--- config.mk ---
export PLATFORM = sky130hd
export DESIGN_NAME = processador_multiciclo
export DESIGN_NICKNAME = d
export VERILOG_FILES = /design/src/rtl/processador_multiciclo.sv
export SDC_FILE = /design/constraint.sdc
export NUM_CORES = 1
export LEC_CHECK = 0
export CAP_MARGIN = 10
export CELL_PAD_IN_SITES_DETAIL_PLACEMENT = 0
export CELL_PAD_IN_SITES_GLOBAL_PLACEMENT = 1
export CORE_UTILIZATION = 49
export DETAILED_ROUTE_END_ITERATION = 12
export GPL_TIMING_DRIVEN = 0
export PLACE_DENSITY = 0.9
export SETUP_SLACK_MARGIN = 0.3
export SYNTH_ARGS = -nofsm -noshare
export SYNTH_HDL_FRONTEND = slang
export SYNTH_SLANG_ARGS = --single-unit
--- constraint.sdc ---
create_clock -name clock -period 4.75 [get_ports clock]
set_clock_uncertainty 0.15 [all_clocks]
set_input_delay 0.95 -clock clock [delete_from_list [all_inputs] [get_ports clock]]
set_output_delay 0.95 -clock clock [all_outputs]
set_load 0.02 [all_outputs]
--- src/rtl/processador_multiciclo.sv ---
// Multi-cycle processor core: fetches one instruction per run/done handshake and
// executes it in 2 steps (moves) or 4 steps (ALU ops) over a single internal bus.
module processador_multiciclo #(
  parameter int DATA_W = 16,
  parameter int NREGS  = 8
) (
  input  logic              clock,
  input  logic              reset,
  input  logic              run,
  input  logic [DATA_W-1:0] Din,
  output logic              done,
  output logic [DATA_W-1:0] BusWires,
  output logic              zero_flag,
  output logic              carry_flag,
  input  logic [2:0]        dbg_sel,
  output logic [DATA_W-1:0] dbg_data
);

  localparam int RW = $clog2(NREGS);

  typedef enum logic [1:0] {T0, T1, T2, T3} tstep_e;
  typedef enum logic [2:0] {
    OP_MV, OP_MVT, OP_ADD, OP_SUB, OP_AND, OP_XOR, OP_MVNZ, OP_CMP
  } op_e;

  tstep_e            state_q, state_d;
  logic [DATA_W-1:0] ir_q, ir_d;
  logic [DATA_W-1:0] a_q, a_d;
  logic [DATA_W-1:0] g_q, g_d;
  logic              z_q, z_d;
  logic              c_q, c_d;
  logic [DATA_W-1:0] regs_q [NREGS];
  logic              wr_en;

  // Instruction fields; register indices keep only the bits NREGS needs.
  op_e               op;
  logic              imm_sel;
  logic [RW-1:0]     rx, ry;
  logic [DATA_W-1:0] imm, mvt_val, opb;
  logic [DATA_W:0]   sum, diff;
  logic              is_move;

  assign op      = op_e'(ir_q[DATA_W-1 -: 3]);
  assign imm_sel = ir_q[DATA_W-4];
  assign rx      = ir_q[DATA_W-7 +: RW];
  assign ry      = ir_q[RW-1:0];
  assign imm     = {7'b0, ir_q[DATA_W-8:0]};
  assign mvt_val = {ir_q[7:0], {(DATA_W-8){1'b0}}};
  assign opb     = imm_sel ? imm : regs_q[ry];
  assign sum     = {1'b0, a_q} + {1'b0, opb};
  assign diff    = {1'b0, a_q} - {1'b0, opb};
  assign is_move = (op == OP_MV) || (op == OP_MVT) || (op == OP_MVNZ);

  // NOTE: every output of this block gets a default first so no latch is inferred.
  always_comb begin
    state_d  = state_q;
    ir_d     = ir_q;
    a_d      = a_q;
    g_d      = g_q;
    z_d      = z_q;
    c_d      = c_q;
    wr_en    = 1'b0;
    done     = 1'b0;
    BusWires = '0;
    unique case (state_q)
      T0: begin
        if (run) begin
          ir_d    = Din;
          state_d = T1;
        end
      end
      T1: begin
        if (is_move) begin
          BusWires = (op == OP_MVT) ? mvt_val : opb;
          wr_en    = (op != OP_MVNZ) || !z_q;
          done     = 1'b1;
          state_d  = T0;
        end else begin
          BusWires = regs_q[rx];
          a_d      = regs_q[rx];
          state_d  = T2;
        end
      end
      T2: begin
        unique case (op)
          OP_ADD:         begin g_d = sum[DATA_W-1:0];  c_d = sum[DATA_W];   end
          OP_SUB, OP_CMP: begin g_d = diff[DATA_W-1:0]; c_d = ~diff[DATA_W]; end
          OP_AND:         g_d = a_q & opb;
          OP_XOR:         g_d = a_q ^ opb;
          default:        g_d = g_q;
        endcase
        z_d     = (g_d == '0);
        state_d = T3;
      end
      T3: begin
        BusWires = g_q;
        wr_en    = (op != OP_CMP);
        done     = 1'b1;
        state_d  = T0;
      end
      default: state_d = T0;
    endcase
  end

  // NOTE: sequential state uses non-blocking assignments so all registers update together.
  always_ff @(posedge clock or negedge reset) begin
    if (!reset) begin
      state_q <= T0;
      ir_q    <= '0;
      a_q     <= '0;
      g_q     <= '0;
      z_q     <= 1'b0;
      c_q     <= 1'b0;
    end else begin
      state_q <= state_d;
      ir_q    <= ir_d;
      a_q     <= a_d;
      g_q     <= g_d;
      z_q     <= z_d;
      c_q     <= c_d;
    end
  end

  // NOTE: the register file is architecturally cleared by reset, so it is built from
  // resettable flops rather than a RAM macro.
  always_ff @(posedge clock or negedge reset) begin
    if (!reset) begin
      for (int i = 0; i < NREGS; i++) regs_q[i] <= '0;
    end else if (wr_en) begin
      regs_q[rx] <= BusWires;
    end
  end

  assign zero_flag  = z_q;
  assign carry_flag = c_q;
  assign dbg_data   = regs_q[dbg_sel[RW-1:0]];

endmodule

==> results_dict.tcl <==
set metrics [dict create \
    mostFrequentLayoutCells "dfrtp_1 (180), nand2_1 (120), mux2_2 (111)" \
    switchingPower_uw 6210 \
    outcome "finished, final reports clean" \
    clk_pin_slew_worst_paths_ns 0.07 \
    cts_buffers 17 \
    syn2layout_area_growth_pct 16.2 \
    die_y_um 165 \
    coreArea_um2 26000 \
    pwr-share-seq 0.227 \
    grt_pass1_wl_mm 67.2 \
    ios 57 \
    p_comb_frac 0.669 \
    clkLatencyLatePin_ns 0.44 \
    wl_mm 44.5 \
    fin_util 0.579 \
    syn_avg_cell_area_um2 10.1 \
    port_buffers 54 \
    yosysWarnings 0 \
    start_util 0.498 \
    grt-ovfl-total 0 \
    gp_congestion 0.914 \
    grt_pass1_vias 11200 \
    cp_slowest_cell "or4_1" \
    powerDensity_nw_per_um2 841 \
    grt.busiest_layer "met2" \
    fillers 2267 \
    rows 59 \
    drcViolationCount 0 \
    rsz0062_at_grt "yes" \
    crit_fanout 10 \
    max_stage_delay_ns 0.46 \
    start_kind "register" \
    final-max-slew-violation-count 0 \
    worstPathArrival_ns 4.64 \
    nets 1440 \
    clkPwrFrac 0.104 \
    h-tree-depth 4 \
    fmax_mhz 223 \
    grt_max_degree 105 \
    crit_type "register to register" \
    ys_ff_latch 180 \
    async_flop_share 1.00 \
    min_period_ns 4.49 \
    die_area_um2 27100 \
    drt_pass1_iterations 7 \
    drive_gt1_frac 0.263 \
    final_common_cell "dfrtp_1" \
    period_share 0.945 \
    clkSinkCount 180 \
    required_ns 4.91 \
    antenna_found_initial 0 \
    grt_usage 0.335 \
    num_antenna_cells 0 \
    relSlewSlack 0.426 \
    setup_violations 0 \
    cts_tree "done" \
    wl_per_cell_um 25.8 \
    end_kind "register" \
    regArea_um2 4500 \
    syn-instance-count 1281 \
    die_x_um 165 \
    tightest_slew_ns 0.861 \
    drtAntennaViolNets 0 \
    finalHoldViolCount 0 \
    ys.flop_type "dfrtp_1" \
    switching_share 0.491 \
    synth_edf_count 0 \
    drt_iter0_drc 1272 \
    path_cells "buf_4 -> buf_6 -> buf_4 -> mux4_2 -> mux2i_2 -> o21ai_1 -> ha_1 -> nor2b_1 -> or4_1 -> o2111ai_2 -> a21boi_2 -> o311a_1 -> o311ai_2 -> a32oi_2 -> nand3_1 -> o22ai_1" \
    cts_max_path_buffers 2 \
    crit_top_cell "buf_4" \
    grtUsageMet1 0.450 \
    maxCapViolCount 0 \
    dp_hpwl_mm 31.7 \
    syn-cell-area_um2 12900 \
    ys_seq_area_frac 0.348 \
    viasPerCell 6.74 \
    ir_drop_mv 0.546 \
    layoutNonFillerInstCount 1725 \
    synth.distinct_cells 86 \
    hold_buffers 0 \
    num_vias 11600 \
    synth_nets 1341 \
    dp.cells 1671 \
    met2_usage 0.523 \
    grt.met3_usage 0.0620 \
    min_path_type "input port to asynchronous set/reset pin" \
    cts-root-buf "clkbuf_16" \
    internal-power_uw 6440 \
    p_leak_uw 0.00664 \
    multi_input_area_um2 7980 \
]
-- power groups by stage --
stage | Combinational [µW] | Sequential, µW | Clock [µW]
final | 8460 | 2880 | 1310
after global routing | 9000 | 2920 | 1370
after CTS | 7990 | 2830 | 1320
after detailed placement | 7610 | 2850 | 0
after global placement | 7490 | 2800 | 0
after floorplan | 5520 | 2570 | 0
-- worst max-delay path, delay by kind of cell (launching register included) --
| kind | cells | cell delay (ns) |
|---|---|---|
| flops | 1 | 0.33 |
| buf+inv | 3 | 0.62 |
| mux | 2 | 0.57 |
| fa+ha+maj | 1 | 0.34 |
| compound gates | 7 | 1.52 |
| simple gates | 3 | 0.81 |
-- cell usage after synthesis, types with 7 or more instances --
library cell  instances  area share
buf_4                 8      0.0046
nor2_1               95       0.028
a21o_1               19       0.011
nor2b_1              18      0.0087
buf_1                11      0.0032
nand2b_1             17      0.0082
clkbuf_1             39       0.011
a21oi_1             104       0.040
a31oi_1               9      0.0043
mux4_2               56       0.097
o21ai_0              84       0.032
nor3_1               18      0.0070
a22oi_1              23       0.013
o21ai_1               8      0.0031
a22o_1               10      0.0068
a211oi_1             11      0.0064
mux4_1               14       0.028
o211ai_1              8      0.0046
nand2_1             121       0.035
mux2i_1              26       0.020
mux2_2              111       0.097
ha_1                 36       0.035
a221oi_1             14      0.0095
buf_2                39       0.015
inv_1                43       0.012
and2_1               10      0.0048
o22ai_1              19      0.0092
buf_6                 7      0.0061
dfrtp_1             180        0.35
-- routing by layer --
metal / wire length (µm) / share of wire / vias to the layer above
li1: - / - / 4971
met2: 20600 / 0.46 / 764
met3: 4590 / 0.10 / 133
met4: 2030 / 0.046 / 0
met5: 0 / 0 / -
met1: 17300 / 0.39 / 5755
-- cell type report --
type	count	share of cell area
Multi-Input combinational cell	951	0.530
Sequential cell	180	0.299
Timing Repair Buffer	80	0.0522
Buffer	105	0.0436
Clock buffer	21	0.0313
Tap cell	335	0.0279
Inverter	45	0.0115
Clock inverter	8	0.00374
-- registers in the layout, indices dropped and copies added (netlist names), named ones only --
name        count
g_q            16
carry_flag      1
a_q            16
ir_q           16
zero_flag       1
regs_q        128
state_q         1
-- what timing repair did --
item                                    4_1_cts  5_1_grt
gates cloned                                  0        0
endpoints found under the setup margin       43       24
pin swaps                                     5       12
gates resized for setup                      70       41
buffers inserted                              7       18
-- cells by family (layout without fill, tap and decap cells) --
kind of cell | after synthesis | count (layout) | synth area share
compound gates | 371 | 371 | 0.191
simple gates | 326 | 326 | 0.118
mux | 210 | 210 | 0.246
flops | 180 | 180 | 0.348
buf+inv | 150 | 259 | 0.0549
fa+ha+maj | 38 | 38 | 0.0379
xor+xnor | 6 | 6 | 0.00406
-- path summary, 6_finish.rpt --
kind / cells after the start / startpoint / slack, ns / endpoint
worst max-delay path: 16 / ir_q[1]$_DFFE_PN0P_ / 0.26 / zero_flag$_DFFE_PN0P_
worst min-delay path: 1 / reset / 0.34 / regs_q[86]$_DFFE_PN0P_
min in group clock: 1 / carry_flag$_DFFE_PN0P_ / 0.37 / carry_flag$_DFFE_PN0P_
worst max register to register: 16 / ir_q[1]$_DFFE_PN0P_ / 0.26 / zero_flag$_DFFE_PN0P_
worst min register to register: 1 / carry_flag$_DFFE_PN0P_ / 0.37 / carry_flag$_DFFE_PN0P_
max in group asynchronous: 2 / reset / 3.17 / regs_q[10]$_DFFE_PN0P_
-- per-stage QoR --
step | power (µW) | setup TNS (ns) | hold slack [ns] | instance area, µm² | setup slack (ns)
global placement | 10300 | -870.57 | 0.346 | 13900 | -4.85
floorplan | 8090 | 0 | 0.322 | 12900 | 0.746
detailed placement | 10500 | -1.17 | 0.360 | 13900 | -0.401
global route | 13300 | 0 | 0.388 | 15000 | 0.0938
CTS | 12100 | 0 | 0.370 | 14800 | 0.287
finish | 12700 | 0 | 0.344 | 15000 | 0.263
No activity file was read; power rests on OpenSTA's default activity.
==> RTL change (same flow settings) <==
Add an input register stage for `Din`, cleared by the reset; this delays it by one clock. The other inputs are not delayed to match.
--- a/src/rtl/processador_multiciclo.sv
+++ b/src/rtl/processador_multiciclo.sv
@@ -24,2 +24,12 @@
   } op_e;
+
+  logic [DATA_W-1:0] Din_q;
+
+  always_ff @(posedge clock or negedge reset) begin
+    if (!reset) begin
+      Din_q <= '0;
+    end else begin
+      Din_q <= Din;
+    end
+  end
 
@@ -67,3 +77,3 @@
         if (run) begin
-          ir_d    = Din;
+          ir_d    = Din_q;
           state_d = T1;
Behaviour: not the same (Yosys sat finds a counterexample within 4 cycles, from zero or initial values and one cycle with reset low).
==> RTL change against the original RTL <==
  * Die area decreased by 0.39%
  * Power fell by 8.3%
  * Sequential cell count rose by 16
  * Largest cell class unchanged
  * Critical endpoint unchanged
  * Largest power group unchanged
  * Core utilization up 0.76 points
  * Routed wire length decreased by 3.6%
  * Final area is 1.0% higher
  * Setup slack lost 11 ps
  * Area after synthesis fell by 0.40%
==> RTL change: results (changes against the original RTL) <==
Synthesis
  • Distinct cells, synth: 90 (+4.7%)
  • Mux contribution to synthesized area: 0.208 (-0.0380)
  • Post-synth ARST share: 1.00 (unchanged)
  • Sequential fraction of the synthesis area: 0.380 (+0.0324)
  • Syn nets: 1,282 (-4.4%)
  • XOR/XNOR share of the synthesized area: 0.00204 (-0.00202)
  • Largest cells by area after synthesis: dfrtp_1 (38%), mux4_2 (11%), mux2_2 (8.3%), nand2_1 (4.4%), o21ai_0 (4.0%)
  • Ys Warns: 0 (unchanged)
  • Post-synth top cells: dfrtp_1 (196), nand2_1 (151), o21ai_0 (103)
  • Adder-Cell Fraction of Synth Area: 0.0371 (-0.000820)
  • Post-synthesis compound-gate area fraction: 0.203 (+0.0116)

Layout
  • Largest register FFs: 128 (unchanged)
  • Layout cells sized above 1: 0.285 (+0.0221)
  • Top reg by flops: regs_q
  • Final-layout fill cell count: 2,124 (-6.3%)
  • Number of diodes: 0 (unchanged)
  • Nets@finish: 1,381 (-4.1%)

Clock tree
  • Clock-pin slew on the worst setup and hold paths: roughly 80 ps
  • Clk buf depth: 2 (unchanged)
  • Root buffer cell: clkbuf_16
  • Setup bufs post-CTS: 16 (+9)
  • Resized cells post-CTS: 87 (+24%)
  • H-tree depth: 4 (unchanged)
  • TritonCTS Buffers: 17 (unchanged)
  • Worst-Skew Late Latency: 440 ps (about the same)

Critical path
  • Crit path launch: ir_q[0]
  • Crit path DAT: 4730 ps (+90 ps)
  • CP max FO: 10 (unchanged)

Global route
  • Initial antenna violation count: 0 (unchanged)
  • Largest net degree at the start of global routing: 114 (+8.6%)
  • Tot GR Track Use: 0.326 (-0.00894)
  • First-pass GRT wire length: 65,200 um (-3.0%)
  • Number of global-route vias before repair: 11,095 (-0.60%)

Pwr
  • P_sw: 0.00564 W (-9.2%)
  • Leak pwr: 6.59 nW (-0.78%)
  • Maximum VDD drop: 0.000316 V (-42%)
  • Tot Pwr: 0.0116 W (-8.3%)
  • Seq power: between 0.002 and 0.003 W
  • Gate power share: 0.632 (-0.037)

Routing
  • M1 wire length: 16,500 um (-4.2%)
  • Initial DRT Pass Iterations: 8 (+1)
  • DR WL met3: 4350 um (-5.3%)
  • Metal2 WL: 19,600 um (-5.0%)
  • Highest metal used: met4
  • Routed WL: 42,900 um (-3.6%)
  • 1st-iter DRT viols: 1,545 (+21%)
  • Via density: 6.85 (+1.7%)

Worst hold path
  • Hold_sp: Din_q[14]
  • Hold Path Class: reg2reg

Place
  • Gpl congestion: 0.923 (+0.94%)
  • Dpl ws: -707 ps (-306 ps)
  • Detailed placement HPWL: 29,500 um (-7.0%)
  • Count of input and output buffers: 54 (unchanged)

STA
  • Headroom to the max-slew limit: 0.236 (-0.190)

Status
  • Status: completed
## RTL change: cell types whose count changed after synthesis, moves of 16 or more
| cell | change |
|---|---|
| dfrtp_1 | +16 |
| mux2_2 | -16 |
| o21ai_0 | +19 |
| nor2_1 | -36 |
| a21oi_1 | -67 |
| nand2_1 | +30 |
## RTL change: final cells by class
cell class | count | area [um2] | area share
multi-input combinational | 891 | 7710 | 0.508
timing repair buffer | 80 | 795 | 0.0523
clock buffer | 17 | 425 | 0.0280
sequential | 196 | 4910 | 0.323
clock inverter | 15 | 140 | 0.00922
inverter | 43 | 161 | 0.0106
buffer | 93 | 638 | 0.0420
tap | 335 | 419 | 0.0276
## RTL change: per-layer routing
layer / GRT usage / vias to the layer above
li1: - / 4834
met1: 0.428 / 5626
met2: 0.509 / 809
met3: 0.0611 / 171
met4: 0.177 / 0
met5: 0 / -
## RTL change: through the flow
step	cells	area, um2	hold slack (ps)
after floorplan	1223	12900	276
after detailed placement	1613	13900	300
after CTS	1661	14900	318
after global routing	1670	15200	346
final	1670	15200	313
after global placement	1612	13900	293
## RTL change: worst paths after layout
check / endpoint / slack [ps] / cells past startpoint
worst min register to register: ir_q[14] / 310 / 2
min in group asynchronous: regs_q[67] / 350 / 1
worst min-delay path: ir_q[14] / 310 / 2
worst max register to register: zero_flag / 250 / 17
worst max-delay path: zero_flag / 250 / 17
max in group asynchronous: regs_q[95] / 3080 / 2
## RTL change: worst max-delay path, cell delays in order (launching register included)
cell      delay, ps
dfrtp_1         350
buf_6           180
buf_12          180
buf_12          170
mux4_2          540
mux2i_4         220
o21ai_4         110
inv_1            90
ha_1            240
buf_6           140
a21oi_1         240
a21boi_1        400
a221oi_1        160
o221ai_1        340
o2111a_1        240
nand4_1         180
nor4_2          300
a32o_2          200
